[src/rtl/mas_pkg.sv]
// Shared types and helpers for the memory address sequencer.
package mas_pkg;

  typedef enum logic [0:0] {
    IDLE  = 1'b0,
    BURST = 1'b1
  } mas_state_e;

  localparam logic DIR_INC = 1'b0;
  localparam logic DIR_DEC = 1'b1;

  // True when v is a non-zero power of two.
  function automatic logic is_pow2(input int unsigned v);
    return (v != 0) && ((v & (v - 1)) == 0);
  endfunction

endpackage

[src/rtl/mas_next_addr.sv]
// Combinational next-beat address: linear or wrapping, increment or decrement.
// Wrap support is compiled in only when MAS_WRAP_EN is defined.
module mas_next_addr
  import mas_pkg::*;
#(
  parameter int unsigned ADDR_W = 16,
  parameter int unsigned LEN_W  = 4,
  parameter int unsigned STRIDE = 1
) (
  input  logic [ADDR_W-1:0] addr_i,
  input  logic [LEN_W-1:0]  len_i,
  input  logic              dir_i,
  input  logic              wrap_i,
  output logic [ADDR_W-1:0] next_o
);

  localparam logic [ADDR_W-1:0] StrideW = ADDR_W'(STRIDE);

  logic [ADDR_W-1:0] step_addr;

`ifdef MAS_WRAP_EN
  localparam int unsigned ProdW = ADDR_W + LEN_W + 1;

  logic [LEN_W:0]      beats;
  logic [ADDR_W-1:0]   wrap_mask;

  // Wrap window spans the whole burst; a span beyond the address space masks everything.
  always_comb begin
    beats     = {1'b0, len_i} + {{LEN_W{1'b0}}, 1'b1};
    wrap_mask = ADDR_W'((ProdW'(beats) * ProdW'(STRIDE)) - ProdW'(1));
  end
`else
  logic unused_wrap_inputs;
  assign unused_wrap_inputs = ^{wrap_i, len_i};
`endif

  // Step by STRIDE modulo 2^ADDR_W, then confine to the wrap window when enabled.
  always_comb begin
    step_addr = (dir_i == DIR_DEC) ? addr_i - StrideW : addr_i + StrideW;
    next_o    = step_addr;
`ifdef MAS_WRAP_EN
    if (wrap_i && is_pow2(32'(beats))) begin
      next_o = (addr_i & ~wrap_mask) | (step_addr & wrap_mask);
    end
`endif
  end

endmodule

[src/rtl/memory_address_sequencer.sv]
// Burst address sequencer: accepts a base/length/direction command and issues one word
// address per accepted memory beat. Optional wrap bursts are enabled by MAS_WRAP_EN.
module memory_address_sequencer
  import mas_pkg::*;
#(
  parameter int unsigned ADDR_W = 16,
  parameter int unsigned LEN_W  = 4,
  parameter int unsigned STRIDE = 1
) (
  input  logic              clk,
  input  logic              reset,
  input  logic              cmd_valid,
  output logic              cmd_ready,
  input  logic [ADDR_W-1:0] cmd_base,
  input  logic [LEN_W-1:0]  cmd_len,
  input  logic              cmd_dir,
  input  logic              cmd_wrap,
  input  logic              abort,
  output logic              mem_valid,
  input  logic              mem_ready,
  output logic [ADDR_W-1:0] address_output,
  output logic              mem_last,
  output logic              busy
);

  mas_state_e        state_q, state_d;
  logic [ADDR_W-1:0] addr_q, addr_d;
  logic [LEN_W-1:0]  cnt_q, cnt_d;
  logic [LEN_W-1:0]  len_q, len_d;
  logic              dir_q, dir_d;
  logic              wrap_q, wrap_d;
  logic [ADDR_W-1:0] next_addr;

  mas_next_addr #(
    .ADDR_W (ADDR_W),
    .LEN_W  (LEN_W),
    .STRIDE (STRIDE)
  ) u_next_addr (
    .addr_i (addr_q),
    .len_i  (len_q),
    .dir_i  (dir_q),
    .wrap_i (wrap_q),
    .next_o (next_addr)
  );

  // Outputs derive only from registered state, so no input-to-output paths exist.
  always_comb begin
    cmd_ready      = (state_q == IDLE);
    busy           = (state_q != IDLE);
    mem_valid      = (state_q == BURST);
    mem_last       = (state_q == BURST) && (cnt_q == '0);
    address_output = addr_q;
  end

  // Next-state: command capture in IDLE, beat advance / abort in BURST.
  always_comb begin
    state_d = state_q;
    addr_d  = addr_q;
    cnt_d   = cnt_q;
    len_d   = len_q;
    dir_d   = dir_q;
    wrap_d  = wrap_q;
    unique case (state_q)
      IDLE: begin
        if (cmd_valid) begin
          addr_d  = cmd_base;
          cnt_d   = cmd_len;
          len_d   = cmd_len;
          dir_d   = cmd_dir;
          wrap_d  = cmd_wrap;
          state_d = BURST;
        end
      end
      BURST: begin
        // Abort wins over beat advance; the address holds where the burst stopped.
        if (abort) begin
          state_d = IDLE;
        end else if (mem_ready) begin
          if (cnt_q == '0) begin
            state_d = IDLE;
          end else begin
            addr_d = next_addr;
            cnt_d  = cnt_q - LEN_W'(1);
          end
        end
      end
      default: state_d = IDLE;
    endcase
  end

  // State register with asynchronous active-low reset.
  always_ff @(posedge clk or negedge reset) begin
    if (!reset) begin
      state_q <= IDLE;
      addr_q  <= '0;
      cnt_q   <= '0;
      len_q   <= '0;
      dir_q   <= DIR_INC;
      wrap_q  <= 1'b0;
    end else begin
      state_q <= state_d;
      addr_q  <= addr_d;
      cnt_q   <= cnt_d;
      len_q   <= len_d;
      dir_q   <= dir_d;
      wrap_q  <= wrap_d;
    end
  end

endmodule

[config.mk]
export PLATFORM = sky130hd
export DESIGN_NAME = memory_address_sequencer
export DESIGN_NICKNAME = d
export VERILOG_FILES = /design/src/rtl/mas_pkg.sv /design/src/rtl/mas_next_addr.sv /design/src/rtl/memory_address_sequencer.sv
export SDC_FILE = /design/constraint.sdc
export NUM_CORES = 1
export LEC_CHECK = 0
export CORE_ASPECT_RATIO = 1.75
export CORE_UTILIZATION = 53
export DETAILED_ROUTE_END_ITERATION = 12
export GPL_ROUTABILITY_DRIVEN = 0
export PLACE_DENSITY = 0.85
export SYNTH_ARGS = -nofsm -noshare
export SYNTH_HDL_FRONTEND = slang
export SYNTH_SLANG_ARGS = --single-unit
[constraint.sdc]
create_clock -name clk -period 3.7 [get_ports clk]
set_input_delay 0.74 -clock clk [delete_from_list [all_inputs] [get_ports clk]]
set_output_delay 0.74 -clock clk [all_outputs]
set_load 0.01 [all_outputs]
==> impl_metrics.xml <==
<?xml version="1.0" encoding="UTF-8"?>
<metrics>
  <group name="floorplanning">
    <metric name="coreArea" unit="um^2">3209</metric>
    <metric name="die_w" unit="um">46.49</metric>
    <metric name="placement_rows" unit="">27</metric>
    <metric name="fp.dieArea" unit="um^2">3712</metric>
    <metric name="initial_core_util" unit="%">57.19</metric>
    <metric name="die-height" unit="um">79.85</metric>
    <metric name="boundaryPins" unit="">47</metric>
  </group>
  <group name="placed_design">
    <metric name="detailedPlace.worstSlack" unit="ns">0.9603</metric>
    <metric name="post-dp-hpwl" unit="um">3376</metric>
    <metric name="dpl_cell_area" unit="um^2">2307</metric>
    <metric name="port-buffer-count" unit="">45</metric>
  </group>
  <group name="power_and_ir_drop">
    <metric name="ir_worst_vdd" unit="mV">0.5512</metric>
    <metric name="internal_power_contribution" unit="mW">1.128</metric>
    <metric name="power_frac_comb" unit="%">67.7</metric>
    <metric name="clockPowerShare" unit="%">8.6</metric>
    <metric name="p_per_area" unit="nW/um^2">874.5</metric>
    <metric name="power.switching_fraction" unit="%">45.41</metric>
    <metric name="sequentialPowerShare" unit="%">23.7</metric>
    <metric name="report.power.total" unit="mW">2.066</metric>
    <metric name="p_leak" unit="nW">1.022</metric>
    <metric name="power.net_switching" unit="mW">0.9381</metric>
  </group>
  <group name="detailed_routing">
    <metric name="route.final.wire_length" unit="um">4603</metric>
    <metric name="detailedRoute.firstIterationViolations" unit="">44</metric>
    <metric name="antenna_violating_nets_post_route" unit="">0</metric>
    <metric name="total_vias_in_the_final_route" unit="">1746</metric>
    <metric name="drt_first_pass_iters" unit="">4</metric>
    <metric name="detail_route.vias_per_cell" unit="">5.859</metric>
    <metric name="post-route-drc-count" unit="">0</metric>
    <metric name="drt-wirelength-per-cell" unit="um">15.45</metric>
  </group>
  <group name="timing">
    <metric name="min_period" unit="ns">2.658</metric>
    <metric name="fin_skew" unit="ns">0.004889</metric>
    <metric name="rsz0062_at_grt" unit="">no</metric>
    <metric name="hold_ws" unit="ns">0.5153</metric>
    <metric name="setup_total_negative_slack" unit="ns">0</metric>
    <metric name="timing.final.hold_violations" unit="">0</metric>
    <metric name="finalMaxSlewViolations" unit="">0</metric>
    <metric name="maxSlewHeadroom" unit="%">30.40</metric>
    <metric name="fin_ws" unit="ns">1.042</metric>
    <metric name="max_freq" unit="GHz">0.3762</metric>
    <metric name="post-route-period-util" unit="%">71.85</metric>
    <metric name="worst-slew-pin-transition" unit="ns">1.041</metric>
    <metric name="setup-violations-final" unit="">0</metric>
  </group>
  <group name="synthesis">
    <metric name="synth-warning-count" unit="">0</metric>
    <metric name="most_frequently_used_flop_master_after_synthesis" unit="">dfrtp_1</metric>
    <metric name="postSynth.asyncResetShare" unit="%">100.0</metric>
    <metric name="mappedNetlistNets" unit="">257</metric>
    <metric name="synth_cells" unit="">213</metric>
    <metric name="synth.ff_latch_count" unit="">22</metric>
    <metric name="netlist-cell-type-count" unit="">55</metric>
    <metric name="synthesis.area" unit="um^2">1836</metric>
    <metric name="synth.avg_cell_area" unit="um^2">8.617</metric>
    <metric name="number_of_enable_type_register_cells_in_the_synthesized_netlist" unit="">0</metric>
    <metric name="post_synthesis_sequential_area_ratio" unit="%">29.99</metric>
  </group>
  <group name="clock_network">
    <metric name="cts.path.max_buffers" unit="">2</metric>
    <metric name="numCtsBuffers" unit="">3</metric>
    <metric name="ctsRootBufferMaster" unit="">clkbuf_8</metric>
    <metric name="cts.repair.resized" unit="">0</metric>
    <metric name="cts-htree-levels" unit="">1</metric>
    <metric name="cts_tree" unit="">built</metric>
    <metric name="tritoncts_num_sinks" unit="">22</metric>
    <metric name="postCtsSetupRepairBufs" unit="">0</metric>
    <metric name="clk_pin_slew" unit="ns">0.08</metric>
    <metric name="cts-hold-fix-buffers" unit="">0</metric>
    <metric name="insertion_delay" unit="ns">0.26</metric>
  </group>
  <group name="finish">
    <metric name="post_layout_nets" unit="">300</metric>
    <metric name="layout-drive-gt1-share" unit="%">7.451</metric>
    <metric name="final_common_cell" unit="">clkdlybuf4s50_1</metric>
    <metric name="design_area" unit="um^2">2362</metric>
    <metric name="final.fill_count" unit="">246</metric>
    <metric name="layout.cells.most_common_list" unit="">45 x clkdlybuf4s50_1, 28 x a21oi_1, 24 x nand2_1</metric>
    <metric name="antenna_cells" unit="">0</metric>
    <metric name="synthToLayoutAreaGrowth" unit="%">28.70</metric>
  </group>
  <group name="critical_path">
    <metric name="r2r_slack" unit="ns">1.07</metric>
    <metric name="timing.critical_path.fanout_max" unit="">4</metric>
    <metric name="cp_num_buf_inv" unit="">2</metric>
    <metric name="critical_path.top_delay_family" unit="">buffers and inverters</metric>
    <metric name="cp_cell_sequence" unit="">inv_1, ha_1, nor3b_1, and2_1, clkdlybuf4s50_1</metric>
    <metric name="reg2reg_to" unit="">address_output[13]</metric>
    <metric name="path_class" unit="">flop to output pin</metric>
    <metric name="critical_path_arrival" unit="ns">1.92</metric>
    <metric name="crit_path_start_kind" unit="">flop</metric>
    <metric name="crit_path_max_incr_delay" unit="ns">0.53</metric>
    <metric name="reg2reg_depth" unit="">7</metric>
    <metric name="worst_setup_path_end_kind" unit="">output pin</metric>
    <metric name="required" unit="ns">2.96</metric>
    <metric name="critPathSlowestCell" unit="">clkdlybuf4s50_1</metric>
    <metric name="worstReg2RegStart" unit="">dir_q</metric>
  </group>
  <group name="flow_run">
    <metric name="count_of_maximum_capacitance_violations" unit="">0</metric>
  </group>
  <group name="grt">
    <metric name="grt_pass1_wl" unit="um">7569</metric>
    <metric name="grt_start_max_net_pins" unit="">23</metric>
    <metric name="vias_in_the_first_global_route" unit="">1685</metric>
    <metric name="antenna_found_initial" unit="">0</metric>
    <metric name="grt_remaining_overflow" unit="">0</metric>
    <metric name="grt_util_all_layers" unit="%">27.83</metric>
  </group>
  <group name="hold_path">
    <metric name="timing.hold.worst_path_depth" unit="">2</metric>
    <metric name="min_path_type" unit="">flop to flop</metric>
    <metric name="worst_hold_startpoint" unit="">cnt_q[1]</metric>
    <metric name="whs_endpoint" unit="">cnt_q[1]</metric>
  </group>
  <group name="outcome">
    <metric name="outcome" unit="">completed</metric>
  </group>
</metrics>
==> through the flow <==
step	cells	util, %
CTS	298	73.61
detailed placement	294	71.89
global route	298	73.61
global placement	294	71.89
finish	298	73.61
floorplan	213	-
==> state kept, by name, summed over array words and instances (netlist names) <==
name and count:
busy 1, cnt_q 4, address_output 16, dir_q 1
==> cell type report <==
type / count / area [um^2] / share of cell area, %
Tap cell: 43 / 53.80 / 2.278
Inverter: 7 / 26.28 / 1.112
Multi-Input combinational cell: 176 / 1219 / 51.59
Clock buffer: 4 / 55.05 / 2.331
Sequential cell: 22 / 550.5 / 23.31
Timing Repair Buffer: 46 / 457.9 / 19.39
==> cells in the mapped netlist, types with 2 or more instances <==
library cell  instances  share of area [%]
o22ai_1               2               0.68
and3_1                6                2.0
a21oi_1              28                7.6
a21o_1                3                1.2
nor2b_1               2               0.68
xnor2_1              11                5.2
nor2_1               21                4.3
dfrtp_1              22                 30
nand3_1               2               0.55
a21oi_2               2               0.95
o21ai_0              14                3.8
ha_1                 16                 11
mux2i_1               8                4.4
nand2_1              24                4.9
inv_1                 7                1.4
nand4_1               2               0.68
or3_1                 2               0.68
buf_2                 4                1.1
==> power groups by stage <==
stage                     Clock, mW  Combinational [mW]  Sequential, mW
final                         0.177                1.40           0.490
after global routing          0.194                1.55           0.507
after CTS                     0.181                1.39           0.488
after detailed placement          0                1.38           0.494
after global placement            0                1.34           0.489
after floorplan                   0               0.962           0.496
==> layer usage <==
metal	track usage, %	share of wire [%]	up-vias
li1	-	-	852
met1	31.58	39	813
met2	48.89	54	63
met3	2.262	3.9	18
met4	13.24	3.2	0
met5	0	0	-
==> cells by family (layout without fill, tap and decap cells) <==
logic type / Yosys count / in the layout / synth area share, %
multiplexers: 8 / 8 / 4.363
adder cells (fa/ha/maj): 17 / 17 / 12.00
AND/OR/NAND/NOR: 72 / 72 / 19.57
buffers and inverters: 15 / 57 / 3.613
XOR/XNOR: 11 / 11 / 5.249
flip-flops: 22 / 22 / 29.99
AO/OA/AOI/OAI: 68 / 68 / 25.22
==> worst max-delay path by stage <==
stage          startpoint            endpoint  slack [ns]  cells after the start
6_report         cnt_q[0]            mem_last        1.04                      5
5_1_grt             dir_q  address_output[13]        0.87                      7
4_1_cts          cnt_q[0]            mem_last        1.04                      5
3_5_place_dp        abort            cnt_q[3]        0.96                      7
3_3_place_gp        abort            cnt_q[3]        1.00                      7
2_1_floorplan       dir_q  address_output[13]        1.50                      7
==> tightest hold or removal path, stage by stage, from the launching register on <==
cell	delay, ns
dfrtp_1	0.37
nand2_1	0.05
o21ai_0	0.06
Note: power is estimated with default switching activity, not from simulation.
==> patch: new RTL, config.mk and constraints unchanged <==
Add a define of `MAS_WRAP_EN`.
--- a/src/rtl/mas_next_addr.sv
+++ b/src/rtl/mas_next_addr.sv
@@ -2,2 +2,4 @@
 // Wrap support is compiled in only when MAS_WRAP_EN is defined.
+`define MAS_WRAP_EN
+
 module mas_next_addr
Formal check against the unedited RTL: not equivalent (a bounded check fails within 4 cycles, from zero or initial values and one cycle with reset low).
==> patch against the unedited design <==
Final area up 20%; die area grew 25%; sequential cell count is 5 higher; total power grew 18%; maximum frequency fell by 15%; routed wire length increased by 22%; synthesized cell count rose by 23%; setup slack worse by 0.48 ns; register-to-register slack got worse by 0.51 ns; area after synthesis increased by 26%; critical path depth grew 6; utilization shrank 5.2 points; first-iteration DRC count increased by 36%; critical path type is now flop to flop; largest cell class unchanged.
==> patch: results (changes against the unedited design) <==
status: complete, no violations (unchanged)
Worst Path Max Fanout: 10 (was 4)
DR pass1 iterations: 4 (unchanged)
H-tree Lvls: 1 (unchanged)
Synth cell types: 52 (was 55)
IO buf count: 46 (was 45)
Setup crit end kind: flop (was primary output)
R2R depth: 11 (was 7)
top post-synthesis cells by count: a21oi_1, dfrtp_1, ha_1, nor2_1, nand2_1 (was a21oi_1, nand2_1, dfrtp_1, nor2_1, ha_1)
hold endpoint: cnt_q[1]$_DFFE_PN0P_ (unchanged)
gr usage total: 26.0% (was 27.8%)
layout cells sized above 1: 7.57% (was 7.45%)
Most used DFF post-synth: dfrtp_1 (unchanged)
Pleak: 1.19 nW (was 1.02 nW)
Synth Area in XOR/XNOR: 3.41% (was 5.25%)
FILL cells: 341 (was 246)
ant diodes: 0 (unchanged)
Compound-Gate Fraction of Synth Area: 26.3% (was 25.2%)
fin area: 0.00284 sq mm (was 0.00236 sq mm)
CP startpoint: len_q[0]$_DFFE_PN0P_ (was cnt_q[0]$_DFFE_PN0P_)
Placed Cells: 349 (was 294)
Clock transition at path regs: 0.10 ns (was 0.08 ns)
syn_nets: 311 (was 257)
ranking of synthesized cells by area: dfrtp_1, ha_1, a21oi_1, o21ai_0, nor2_1 (was dfrtp_1, ha_1, a21oi_1, xnor2_1, nand2_1)
sequential fraction of the synthesis area: 29.3% (was 30.0%)
worst slew pin tran: 0.690 ns (was 1.04 ns)
DP Wirelength: 4190 um (was 3380 um)
Worst-Skew Late Latency: 0.28 ns (was 0.26 ns)
slowest cell on the critical path: or4b_4 (was clkdlybuf4s50_1)
setup bufs post-CTS: 0 (unchanged)
min-delay worst type: flop to flop (unchanged)
final setup violation count: 0 (unchanged)
global-route wire length before repair: 9200 um (was 7570 um)
placed cell areas: 0.00279 sq mm (was 0.00231 sq mm)
Final nets: 355 (was 300)
post_cts resized: 0 (unchanged)
routed length per instance: 15.9 um (was 15.4 um)
Yosys reg bits: 27 (was 22)
CTS Buf Count: 3 (unchanged)
Via Count: 2151 (was 1746)
Post-Synth Adder-Cell Area: 12.8% (was 12.0%)
mux share of post-synthesis cell area: 5.09% (was 4.36%)
MaxCap Viol Count: 0 (unchanged)
hold wc startpoint: cnt_q[1]$_DFFE_PN0P_ (unchanged)
Layout Skew: 0.00442 ns (was 0.00489 ns)
Max VDD drop: 512 uV (was 551 uV)
largest net degree at the start of global routing: 28 (was 23)
WL final: 5610 um (was 4600 um)
Synth async-reset ratio: 100% (unchanged)
R2R setup slack: 0.56 ns (was 1.07 ns)
Synth Instances: 261 (was 213)
Hold Crit Depth: 2 (unchanged)
CP max stage delay: 0.49 ns (was 0.53 ns)
Root Buffer: clkbuf_8 (unchanged)
Iteration-0 DRC Markers: 60 (was 44)
-- patch: cell types whose count changed after synthesis, sizes merged, moves of 5 or more --
cell	before	now
ha	16	22
dfrtp	22	27
nor2b	2	7
a22oi	0	5
a31oi	1	7
nand2	24	17
mux2	0	6
-- patch: worst max-delay path, delay by kind of cell, from the launching register on --
kind	cells	cell delay (ns)
AOI/OAI and AO/OA	3	0.85
adders and majority gates	3	0.78
buffers and inverters	1	0.09
DFF	1	0.44
and+or+nand+nor	4	0.88
-- patch: layout make-up --
cell class	count	area [sq um]	share of cell area (%)
multi-input combinational	213	1530	53.9
timing repair buffer	49	483	17.0
sequential	27	676	23.8
tap	49	61.3	2.16
clock buffer	3	41.3	1.45
clock inverter	1	7.51	0.264
inverter	11	41.3	1.45
-- patch: per-layer routing --
metal  routed length [um]  global-route usage, %  share of wire [%]
met5                    0                      0                  0
met4                   78                   8.11                1.4
met3                   98                   1.70                1.7
met2                 3210                   52.8                 57
met1                 2220                   26.7                 40
-- patch: power by group --
group	switching (W)	total (W)	leakage (nW)	internal, W
Clock	0.000105	0.000182	0.0217	0.0000767
Sequential	0.000148	0.000569	0.312	0.000421
Combinational	0.000872	0.00168	0.857	0.000811
-- patch: metrics by stage --
| step | hold slack (ns) | utilization [%] | setup WS (ns) |
|---|---|---|---|
| after floorplan | 0.444 | - | 0.853 |
| after global placement | 0.489 | 67.3 | 0.705 |
| after detailed placement | 0.503 | 67.3 | 0.578 |
| after CTS | 0.528 | 68.4 | 0.565 |
| after global routing | 0.556 | 68.4 | 0.383 |
| final | 0.526 | 68.4 | 0.563 |
